==> config.mk <==
export PLATFORM = sky130hd
export DESIGN_NAME = traffic_ctl
export DESIGN_NICKNAME = d
export VERILOG_FILES = /design/src/rtl/traffic_pkg.sv /design/src/rtl/traffic_ctl.sv
export SDC_FILE = /design/constraint.sdc
export NUM_CORES = 1
export LEC_CHECK = 0
export ABC_AREA = 0
export CAP_MARGIN = 10
export CORE_AREA = 8 8 45 47
export CTS_CLUSTER_SIZE = 28
export DETAILED_ROUTE_END_ITERATION = 7
export DIE_AREA = 0 0 53 55
export PLACE_DENSITY = 0.73
export SYNTH_ARGS = -nofsm -noshare
export SYNTH_HDL_FRONTEND = slang
export SYNTH_SLANG_ARGS = --single-unit
==> constraint.sdc <==
create_clock -name clk -period 1.35 [get_ports clk]
set_clock_uncertainty 0.05 [all_clocks]
set_input_delay 0.135 -clock clk [delete_from_list [all_inputs] [get_ports clk]]
set_output_delay 0.135 -clock clk [all_outputs]
set_load 0.005 [all_outputs]
==> src/rtl/traffic_pkg.sv <==
// Shared definitions for the two-road traffic-light sequencer: lamp codes,
// the controller state encoding and a small helper for sizing the tick counter.
package traffic_pkg;

  localparam logic [1:0] LAMP_RED = 2'b00;
  localparam logic [1:0] LAMP_YEL = 2'b01;
  localparam logic [1:0] LAMP_GRN = 2'b10;

  typedef enum logic [2:0] {
    INIT,
    MAIN_G,
    MAIN_Y,
    RED_MS,
    SIDE_G,
    SIDE_Y,
    RED_SM
  } tl_state_t;

  // Largest of the four phase lengths; sets the tick counter width.
  function automatic int max_of4(input int a, input int b, input int c, input int d);
    int m;
    m = a;
    if (b > m) m = b;
    if (c > m) m = c;
    if (d > m) m = d;
    return m;
  endfunction

endpackage

==> src/rtl/traffic_ctl.sv <==
// Two-road traffic-light sequencer. Restarts the paired countdown timer on
// each of its expirations and holds every lamp phase for a parameterized
// number of timer periods. Main road rests on green until a side car or a
// pedestrian request asks for the side road.
module traffic_ctl
  import traffic_pkg::*;
#(
  parameter int GREEN_TICKS  = 3,
  parameter int YELLOW_TICKS = 2,
  parameter int CLEAR_TICKS  = 1,
  parameter int SIDE_TICKS   = 2
) (
  input  logic       clk,
  input  logic       rst,
  input  logic       tmr_done,
  input  logic       side_car,
  input  logic       ped_btn,
  output logic       tmr_start,
  output logic [1:0] main_light,
  output logic [1:0] side_light,
  output logic       walk
);

  localparam int MAX_TICKS = max_of4(GREEN_TICKS, YELLOW_TICKS, CLEAR_TICKS, SIDE_TICKS);
  localparam int CNT_W     = $clog2(MAX_TICKS + 1);

  tl_state_t        state_q, state_d;
  logic [CNT_W-1:0] cnt_q, cnt_d;
  logic             ped_req_q, ped_req_d;
  logic             walk_q, walk_d;
  logic             tmr_start_q, tmr_start_d;
  logic             expiry;
  logic             enter_side_g;

  // Counter value loaded on phase entry: a phase of N ticks counts N-1 .. 0.
  function automatic logic [CNT_W-1:0] reload(input int ticks);
    return CNT_W'(ticks - 1);
  endfunction

  // The timer still shows the previous done in the cycle start is issued,
  // so an expiry only counts when start is not being driven.
  assign expiry = tmr_done & ~tmr_start_q;

  // Next-state, phase counter, timer restart and pedestrian bookkeeping.
  always_comb begin
    // NOTE: every output of this block gets a default first, so no path
    // leaves a signal unassigned and no latch is inferred.
    state_d      = state_q;
    cnt_d        = cnt_q;
    enter_side_g = 1'b0;

    if (expiry) begin
      if (state_q != INIT && cnt_q != '0) begin
        cnt_d = cnt_q - CNT_W'(1);
      end else begin
        case (state_q)
          INIT: begin
            state_d = MAIN_G;
            cnt_d   = reload(GREEN_TICKS);
          end
          MAIN_G: begin
            // Rest on green (counter stays 0) until someone wants the side road.
            if (side_car | ped_req_q | ped_btn) begin
              state_d = MAIN_Y;
              cnt_d   = reload(YELLOW_TICKS);
            end
          end
          MAIN_Y: begin
            state_d = RED_MS;
            cnt_d   = reload(CLEAR_TICKS);
          end
          RED_MS: begin
            state_d      = SIDE_G;
            cnt_d        = reload(SIDE_TICKS);
            enter_side_g = 1'b1;
          end
          SIDE_G: begin
            state_d = SIDE_Y;
            cnt_d   = reload(YELLOW_TICKS);
          end
          SIDE_Y: begin
            state_d = RED_SM;
            cnt_d   = reload(CLEAR_TICKS);
          end
          RED_SM: begin
            state_d = MAIN_G;
            cnt_d   = reload(GREEN_TICKS);
          end
          default: begin
            state_d = INIT;
            cnt_d   = '0;
          end
        endcase
      end
    end

    tmr_start_d = expiry;
    // A press landing in the SIDE_G entry cycle is served by this visit.
    ped_req_d   = enter_side_g ? 1'b0 : (ped_req_q | ped_btn);
    walk_d      = enter_side_g ? (ped_req_q | ped_btn) : walk_q;
  end

  // State register with synchronous reset; a reset abandons any phase.
  always_ff @(posedge clk) begin
    // NOTE: sequential state uses non-blocking assignments so every flop
    // samples the pre-edge values regardless of statement order.
    if (rst) begin
      state_q     <= INIT;
      cnt_q       <= '0;
      ped_req_q   <= 1'b0;
      walk_q      <= 1'b0;
      tmr_start_q <= 1'b0;
    end else begin
      state_q     <= state_d;
      cnt_q       <= cnt_d;
      ped_req_q   <= ped_req_d;
      walk_q      <= walk_d;
      tmr_start_q <= tmr_start_d;
    end
  end

  assign tmr_start = tmr_start_q;

  // Lamp and walk decode from the registered state only.
  always_comb begin
    main_light = LAMP_RED;
    side_light = LAMP_RED;
    walk       = 1'b0;
    case (state_q)
      MAIN_G: main_light = LAMP_GRN;
      MAIN_Y: main_light = LAMP_YEL;
      SIDE_G: begin
        side_light = LAMP_GRN;
        walk       = walk_q;
      end
      SIDE_Y: side_light = LAMP_YEL;
      default: begin
        main_light = LAMP_RED;
        side_light = LAMP_RED;
      end
    endcase
  end

endmodule

==> impl_metrics.csv, run 1 <==
group,metric,value,unit
sta,fmaxAchievable,0.748,GHz
cts,cts.reportedPaths.clkPinSlew,50,ps
sta,drv_slew,0,
sta,maxSlewHeadroom,83.8,%
logic_synthesis,synth_cell_types,33,
pwr,peakVddDrop,0.421,mV
cts,cts_buffer_depth,2,
cells_and_area,fin_util,58.1,%
floorplan,initial_core_util,38.6,%
sta,setup_viol_count_final,0,
floorplan,rows,14,
cts,cts_buffers,3,
pwr,leakage,0.330,nW
place,place.gp.congestion,0.738,
grt,use_met2,15.4,%
cts,cts_sinks,8,
sta,tightest_slew,241,ps
flow_run,maxCapViolations,0,
setup_path,cp_cell_sequence,"inv_2, ha_4, nand2_4, nor4b_4, buf_4, inv_2, a21oi_2",
cts,htree_levels,1,
sta,rsz0062_at_grt,"true",
cells_and_area,diodes,0,
cells_and_area,area_growth_syn_to_layout,50.6,%
route,wl_per_cell,13.1,µm
setup_path,path_class,"reg -> reg",
route,drtPass1Iterations,4,
cts,cts_tree,"done",
logic_synthesis,postSynthCellCount,55,
setup_path,cp_data_required_time,1490,ps
route,detail-route-antenna-nets,0,
grt,met1_usage,11.1,%
cts,clk_latency,250,ps
place,pre_cts_slack,-190,ps
cells_and_area,stdcell_area,805,µm²
setup_path,reg2reg_slack,10,ps
floorplan,design.die.area,0.00292,mm²
setup_path,critPathMaxStageDelay,320,ps
logic_synthesis,synth-seq-cells,8,
grt,grt_max_degree,9,
hold_path,hold_start,"walk_q$_SDFFE_PP0P_",
floorplan,core_area,0.00138,mm²
setup_path,crit_fanout,4,
place,placedCellCount,88,
route,drtIter0Drc,11,
grt,grt_busiest_layer,"met2",
sta,fin_crit,1340,ps
setup_path,worstReg2RegStart,"cnt_q[1]$_SDFFE_PP0P_",
grt,grt_pass1_wl,2100,µm
sta,finalHoldViolCount,0,
grt,grtUsageMet3,1.60,%
cells_and_area,instances_no_fill,95,
setup_path,critPathSlowestCell,"dfxtp_2",
logic_synthesis,yosys_warnings,0,
cells_and_area,nets,87,
setup_path,endpoint_kind,"flop",
logic_synthesis,syn_nets,61,
pwr,pwr_density_cell,815,mW/mm²
route,vias,481,
setup_path,worstPathArrival,1470,ps
floorplan,die_w,53,µm
grt,grt_pass1_vias,509,
route,wl,1240,µm
logic_synthesis,synth-seq-area-share,30.0,%
setup_path,startpoint,"cnt_q[1]$_SDFFE_PP0P_",
cts,postCtsHoldBufs,0,
grt,antenna_found_initial,0,
sta,timing.final.ws_setup,12.2,ps
floorplan,ios,11,
floorplan,die_h,55,µm
grt,grtUsageTotal,9.79,%
sta,final.period_utilization,99.1,%
outcome,outcome,"complete, no violations",
place,port_buffers,10,
setup_path,start_kind,"flop",
place,hpwl,878,µm
route,viasPerCell,5.06,
hold_path,hp-class,"reg -> reg",
setup_path,crit_path_frequent_cell,"inv_2",
place,dpl_cell_area,696,µm²
logic_synthesis,syn_area_per_cell,9.71,µm²
cts,root_buffer,"clkbuf_4",
grt,grt_overflow,0,
cells_and_area,layout-drive-gt1-share,62.0,%
route,drc,0,
logic_synthesis,synth_area,534,µm²
## worst paths after layout
kind                                                end  cells past startpoint
worst min-delay path                walk_q$_SDFFE_PP0P_                      2
worst min register to register      walk_q$_SDFFE_PP0P_                      2
worst max-delay path            state_q[2]$_SDFFE_PP0P_                      7
worst max register to register  state_q[2]$_SDFFE_PP0P_                      7
## layout by cell type (no fill, tap or decap), types with 2 or more instances in the layout
cell / count
buf_2: 3
buf_4: 11
o21ai_0: 2
nor2b_1: 2
nor3b_2: 2
dfxtp_2: 4
dfxtp_1: 3
inv_2: 3
buf_6: 5
o211ai_1: 2
clkbuf_4: 3
a311oi_2: 2
nor2_1: 4
clkdlybuf4s50_1: 5
nor2_2: 2
## flip-flops by register name, indices dropped and copies added (netlist names)
name       count
tmr_start      1
ped_req_q      1
state_q        3
cnt_q          2
walk_q         1
## cell families (layout without fill, tap and decap cells)
group | Yosys count | after routing | share of synthesized area (%)
and+or+nand+nor | 23 | 23 | 34.9
AOI/OAI and AO/OA | 15 | 15 | 21.5
buffers and inverters | 8 | 32 | 11.2
adders and majority gates | 1 | 1 | 2.34
DFF | 8 | 8 | 30.0
## critical path, delay by kind of cell, from the launching register on
family | cells | cell delay (ps)
and+or+nand+nor | 2 | 350
DFF | 1 | 320
buffers and inverters | 3 | 260
adders and majority gates | 1 | 170
AOI/OAI and AO/OA | 1 | 110
## metrics by stage
stage	hold slack (ps)	power (mW)	TNS, ps
after floorplan	251	0.371	0
after global placement	439	0.424	-578
after detailed placement	443	0.428	-789
after CTS	451	0.646	-19.8
after global routing	483	0.703	-284
final	430	0.655	0
## layout make-up
class | count | area (µm²)
flip-flops and latches | 8 | 169
clock buffers | 3 | 22.5
repair buffers | 26 | 223
multi-input cells | 39 | 359
fillers | 124 | 579
well taps | 16 | 20.0
inverters | 3 | 11.3
## what timing repair did
action | 4_1_cts | 5_1_grt
buffers inserted | 4 | 0
setup endpoints to repair | 10 | 11
gates resized for setup | 27 | 13
pin swaps | 4 | 6
## report_power, final
part / leakage (nW) / internal (mW) / total, mW / switching, mW
Sequential: 0.0678 / 0.252 / 0.266 / 0.0137
Clock: 0.0138 / 0.101 / 0.178 / 0.0766
Combinational: 0.249 / 0.122 / 0.212 / 0.0897
## synth_stat cells
cell type | number | area share (%)
dfxtp_1 | 8 | 30
nor2_1 | 6 | 4.2
buf_6 | 3 | 6.3
inv_1 | 3 | 2.1
a21oi_1 | 2 | 1.9
a311oi_1 | 2 | 3.3
buf_4 | 2 | 2.8
nor2b_1 | 2 | 2.3
o211ai_1 | 2 | 2.8
o21ai_0 | 2 | 1.9
a211oi_1 | 1 | 1.4
a2bb2oi_1 | 1 | 1.6
a311oi_2 | 1 | 2.8
a31oi_1 | 1 | 1.2
and2_1 | 1 | 1.2
and2_4 | 1 | 1.6
and3_2 | 1 | 1.4
and3b_2 | 1 | 1.9
ha_1 | 1 | 2.3
nand2_2 | 1 | 1.2
nand2b_4 | 1 | 2.6
nand4b_1 | 1 | 1.6
nor2_2 | 1 | 1.2
nor3_1 | 1 | 0.94
nor3_2 | 1 | 1.9
nor3b_1 | 1 | 1.4
nor3b_2 | 1 | 2.3
nor3b_4 | 1 | 3.5
nor4b_4 | 1 | 4.4
o21ba_2 | 1 | 1.9
o21bai_1 | 1 | 1.4
o31ai_1 | 1 | 1.4
or2_2 | 1 | 1.2
## metal layers
layer | wire, µm | share of wire (%)
met1 | 593 | 48
met2 | 580 | 47
met5 | 0 | 0
met4 | 31 | 2.5
met3 | 35 | 2.8
(Power assumes the default switching activity.)
==> inputs of run 2 (changes only) <==
--- a/config.mk
+++ b/config.mk
@@ -12,6 +12,7 @@
 export DETAILED_ROUTE_END_ITERATION = 7
 export DIE_AREA = 0 0 53 55
 export PLACE_DENSITY = 0.73
+export SETUP_SLACK_MARGIN = 0.2
 export SYNTH_ARGS = -nofsm -noshare
 export SYNTH_HDL_FRONTEND = slang
 export SYNTH_SLANG_ARGS = --single-unit
==> run 2 against run 1 <==
Effect of this change: power is 4.9% higher; sequential share of layout area is 0.35 points higher; critical path depth is 1 higher; largest cell class unchanged; hold slack better by 5.9 ps.
==> impl_metrics.csv, run 2 (synthesis results as in run 1) <==
group,metric,value,unit
outcome,outcome,"complete, no violations",
setup_path,worstPathArrival,1460,ps
cts,cts_buffer_depth,2,
pwr,peakVddDrop,0.470,mV
route,wl_per_cell,13.7,µm
sta,fin_crit,1350,ps
sta,fin_hold_ws,436,ps
pwr,leakage,0.332,nW
sta,setup_viol_count_final,0,
setup_path,cp_cell_sequence,"inv_2, ha_4, buf_6, buf_4, buf_6, nand4b_1, a2bb2oi_2, nor2_1",
cells_and_area,final_common_cell,"buf_4",
sta,timing.final.ws_setup,3.70,ps
setup_path,endpoint_kind,"flop",
setup_path,cp_data_required_time,1470,ps
route,drc,0,
place,place.gp.congestion,0.800,
grt,grt_overflow,0,
place,placedCellCount,86,
sta,fmaxAchievable,0.743,GHz
sta,rsz0062_at_grt,"true",
floorplan,initial_core_util,38.6,%
setup_path,path_delay_family,"buffers and inverters",
hold_path,hp-class,"reg -> reg",
cells_and_area,diodes,0,
cells_and_area,regMostFlops,"state_q",
floorplan,die_h,55,µm
route,wl,1300,µm
grt,grt_pass1_vias,507,
cts,cts_buffers,3,
sta,tightest_slew,274,ps
flow_run,maxCapViolations,0,
cts,cts_tree,"done",
cells_and_area,nets,87,
cells_and_area,largest_register_ffs,3,
sta,final.period_utilization,99.7,%
grt,grt_max_degree,9,
setup_path,crit_fanout,7,
setup_path,critPathSlowestCell,"dfxtp_2",
cells_and_area,layout_common_cells,"buf_4 (10), buf_6 (7), nor2_1 (6)",
route,drtPass1Iterations,4,
place,port_buffers,10,
floorplan,core_area,0.00138,mm²
sta,drv_slew,0,
setup_path,critPathMaxStageDelay,330,ps
route,drtIter0Drc,8,
cts,cts_sinks,8,
cts,htree_levels,1,
pwr,pwr_density_cell,838,mW/mm²
setup_path,worst-path-buf-inv,4,
cells_and_area,top_regs,"state_q x3, cnt_q x2",
setup_path,path_class,"reg -> reg",
cts,clk_latency,270,ps
sta,finalHoldViolCount,0,
floorplan,design.die.area,0.00292,mm²
grt,grt_pass1_wl,2230,µm
sta,maxSlewHeadroom,81.6,%
cells_and_area,instances_no_fill,95,
setup_path,crit_path_frequent_cell,"buf_6",
route,detail-route-antenna-nets,0,
route,vias,499,
grt,antenna_found_initial,0,
cells_and_area,area_growth_syn_to_layout,53.6,%
cts,cts.reportedPaths.clkPinSlew,60,ps
cts,postCtsHoldBufs,0,
place,pre_cts_slack,-151,ps
floorplan,rows,14,
floorplan,ios,11,
cts,root_buffer,"clkbuf_4",
floorplan,die_w,53,µm
setup_path,start_kind,"flop",
cells_and_area,layout-drive-gt1-share,64.6,%
route,viasPerCell,5.25,
grt,grtUsageTotal,10.4,%
## run 2: cell count changes in the layout (fill, tap and decap cells not counted), sizes merged
cell           delta
clkdlybuf4s50     -1
buf               +2
clkdlybuf4s15     -1
## run 2: stage by stage
stage / TNS, ps / utilization, % / total power, mW / area [µm²]
floorplan: 0 / - / 0.384 / 551
global placement: -346 / 50.1 / 0.430 / 693
detailed placement: -524 / 50.1 / 0.435 / 693
CTS: 0 / 57.0 / 0.675 / 788
global route: -127 / 59.3 / 0.722 / 821
finish: 0 / 59.3 / 0.688 / 821
## run 2: area by class of cell
| type | instances | area, µm² |
|---|---|---|
| clock buffer | 3 | 22.5 |
| inverter | 3 | 11.3 |
| tap | 16 | 20.0 |
| sequential | 8 | 175 |
| fill | 125 | 563 |
| multi-input combinational | 39 | 369 |
| timing repair buffer | 26 | 223 |
## run 2: worst reg2reg max path: stages (launching register included)
cell	delay (ps)
dfxtp_2	330
inv_2	50
ha_4	170
buf_6	130
buf_4	130
buf_6	110
nand4b_1	90
a2bb2oi_2	140
nor2_1	40
## run 2: final timing paths
kind | end | cells after the start | start | slack (ps)
setup / recovery | state_q[1]$_SDFFE_PP0P_ | 8 | cnt_q[0]$_SDFFE_PP0P_ | 4
setup reg to reg | state_q[1]$_SDFFE_PP0P_ | 8 | cnt_q[0]$_SDFFE_PP0P_ | 4
hold reg to reg | walk_q$_SDFFE_PP0P_ | 2 | walk_q$_SDFFE_PP0P_ | 440
hold / removal | walk_q$_SDFFE_PP0P_ | 2 | walk_q$_SDFFE_PP0P_ | 440
## run 2: what timing repair did
| action | 4_1_cts | 5_1_grt |
|---|---|---|
| setup buffers | 5 | 1 |
| resized for setup | 39 | 6 |
| setup endpoints to repair | 13 | 12 |
| pin swaps | 12 | 9 |
## run 2: routing by layer
| metal | vias to the layer above | share of wire (%) | track usage, % |
|---|---|---|---|
| li1 | 247 | - | - |
| met1 | 235 | 44 | 11.5 |
| met2 | 12 | 48 | 16.8 |
| met3 | 5 | 4.2 | 2.94 |
| met4 | 0 | 3.9 | 7.76 |
| met5 | - | 0 | 0 |
## run 2: report_power, final
| part | leakage (nW) | switching (mW) | internal, mW | total (mW) |
|---|---|---|---|---|
| registers | 0.0689 | 0.0141 | 0.250 | 0.264 |
| clock network | 0.0138 | 0.0971 | 0.103 | 0.200 |
| logic | 0.249 | 0.0951 | 0.129 | 0.224 |
==> inputs of run 3 (changes only) <==
--- a/config.mk
+++ b/config.mk
@@ -7,11 +7,13 @@
 export LEC_CHECK = 0
 export ABC_AREA = 0
 export CAP_MARGIN = 10
-export CORE_AREA = 8 8 45 47
+export CELL_PAD_IN_SITES_DETAIL_PLACEMENT = 1
+export CELL_PAD_IN_SITES_GLOBAL_PLACEMENT = 1
+export CORE_MARGIN = 8
+export CORE_UTILIZATION = 32
 export CTS_CLUSTER_SIZE = 28
 export DETAILED_ROUTE_END_ITERATION = 7
-export DIE_AREA = 0 0 53 55
-export PLACE_DENSITY = 0.73
+export PLACE_DENSITY = 0.75
 export SETUP_SLACK_MARGIN = 0.2
 export SYNTH_ARGS = -nofsm -noshare
 export SYNTH_HDL_FRONTEND = slang
==> run 3 against run 2 <==
Effect of this change: the run now ends with negative setup slack left; flip-flop and latch count is the same; clock-buffer cell count is the same; sequential share of layout area shrank 0.77 points; combinational power is essentially flat; non-clock buffer count is the same; via count grew 6.8%; critical path type unchanged; largest cell class unchanged.
==> impl_metrics.csv, run 3 (synthesis results as in run 1) <==
group,metric,value,unit
outcome,outcome,"finished, violations left",
outcome,violations,"negative setup slack",
cells_and_area,regMostFlops,"state_q",
cells_and_area,instances_no_fill,95,
floorplan,ios,11,
route,drtPass1Iterations,4,
cts,cts_tree,"done",
cts,cts_sinks,8,
cells_and_area,nets,87,
cts,clk_latency,260,ps
sta,setup_viol_count_final,1,
route,wl_per_cell,17.9,µm
cells_and_area,fin_util,54.1,%
hold_path,hp-class,"reg -> reg",
pwr,peakVddDrop,0.593,mV
floorplan,design.die.area,0.00323,mm²
cts,htree_levels,1,
pwr,pwr_density_cell,818,mW/mm²
floorplan,die_w,56.9,µm
setup_path,crit_fanout,4,
grt,use_met2,17.4,%
cells_and_area,layout-drive-gt1-share,68.4,%
cts,cts_buffers,3,
grt,grt_pass1_wl,2750,µm
grt,grt_pass1_vias,593,
flow_run,maxCapViolations,0,
cells_and_area,top_regs,"state_q x3, cnt_q x2",
grt,grt_max_degree,9,
grt,grt_busiest_layer,"met2",
cells_and_area,layout_common_cells,"buf_4 (11), buf_6 (6), nor2_1 (4), clkdlybuf4s50_1 (4), buf_2 (4)",
sta,tns,-1.73,ps
sta,timing.final.ws_setup,-1.73,ps
place,place.gp.congestion,0.791,
place,port_buffers,10,
grt,grt_overflow,0,
setup_path,start_kind,"flop",
cells_and_area,largest_register_ffs,3,
cells_and_area,num-fill-cells,173,
floorplan,core_area,0.00154,mm²
grt,antenna_found_initial,0,
route,drc,0,
sta,final.period_utilization,100,%
place,placedCellCount,89,
cells_and_area,diodes,0,
floorplan,rows,14,
pwr,leakage,0.330,nW
setup_path,path_class,"reg -> reg",
cts,cts.reportedPaths.clkPinSlew,60,ps
setup_path,endpoint_kind,"flop",
cts,cts_buffer_depth,2,
sta,drv_slew,0,
setup_path,worstPathArrival,1490,ps
route,vias,533,
place,hpwl,1130,µm
floorplan,die_h,56.9,µm
cells_and_area,seqCellArea,171,µm²
grt,grtUsageTotal,10.9,%
sta,finalHoldViolCount,0,
route,wl,1700,µm
grt,met1_usage,12.2,%
sta,fmaxAchievable,0.740,GHz
sta,fin_crit,1350,ps
pwr,p_total,681,µW
cells_and_area,multi_input_area,389,µm²
sta,rsz0062_at_grt,"true",
place,pre_cts_slack,-197,ps
route,drtIter0Drc,6,
cts,root_buffer,"clkbuf_4",
sta,tightest_slew,314,ps
grt,grtUsageMet3,2.70,%
route,detail-route-antenna-nets,0,
cells_and_area,final_common_cell,"buf_4",
cells_and_area,area_growth_syn_to_layout,56.0,%
cts,postCtsHoldBufs,0,
setup_path,cp_data_required_time,1490,ps
floorplan,initial_core_util,34.7,%
route,viasPerCell,5.61,
sta,maxSlewHeadroom,78.9,%
==> run 3: layout make-up <==
type	count	share of cell area, %
multi-input cells	39	46.7
repair buffers	26	26.3
flip-flops and latches	8	20.6
clock buffers	3	2.70
well taps	16	2.40
inverters	3	1.35
==> run 3: repair_timing <==
item / 4_1_cts / 5_1_grt
buffers inserted: 2 / 1
endpoints found under the hold margin: 0 / 0
endpoints found under the setup margin: 13 / 12
resized for setup: 40 / 7
pin swaps: 9 / 6
==> run 3: critical path: stages (launching register included) <==
cell	delay, ps
dfxtp_2	330
buf_6	120
buf_4	150
nor4b_4	290
buf_4	170
inv_1	50
a21oi_2	120
==> run 3: layer usage <==
layer | wire length (µm) | part of all wire (%) | up-vias
met5 | 0 | 0 | -
met4 | 53 | 3.1 | 0
met3 | 49 | 2.9 | 7
met2 | 864 | 51 | 16
met1 | 737 | 43 | 263
li1 | - | - | 247
==> run 3: worst paths after layout <==
kind,cells past startpoint,start,slack [ps],end
worst min-delay path,2,cnt_q[0]$_SDFFE_PP0P_,470,cnt_q[0]$_SDFFE_PP0P_
worst min register to register,2,cnt_q[0]$_SDFFE_PP0P_,470,cnt_q[0]$_SDFFE_PP0P_
worst max register to register,6,state_q[2]$_SDFFE_PP0P_,-2,state_q[2]$_SDFFE_PP0P_
worst max-delay path,6,state_q[2]$_SDFFE_PP0P_,-2,state_q[2]$_SDFFE_PP0P_
==> run 3: report_power, final <==
part | internal, mW | switching (mW)
clock network | 0.102 | 0.0898
logic | 0.120 | 0.101
registers | 0.251 | 0.0164
==> run 3: metrics by stage <==
step                      hold slack, ps  instance area [µm²]
after global routing                 490                  833
after detailed placement             454                  716
after global placement               432                  716
after floorplan                      256                  551
after CTS                            452                  805
final                                472                  833
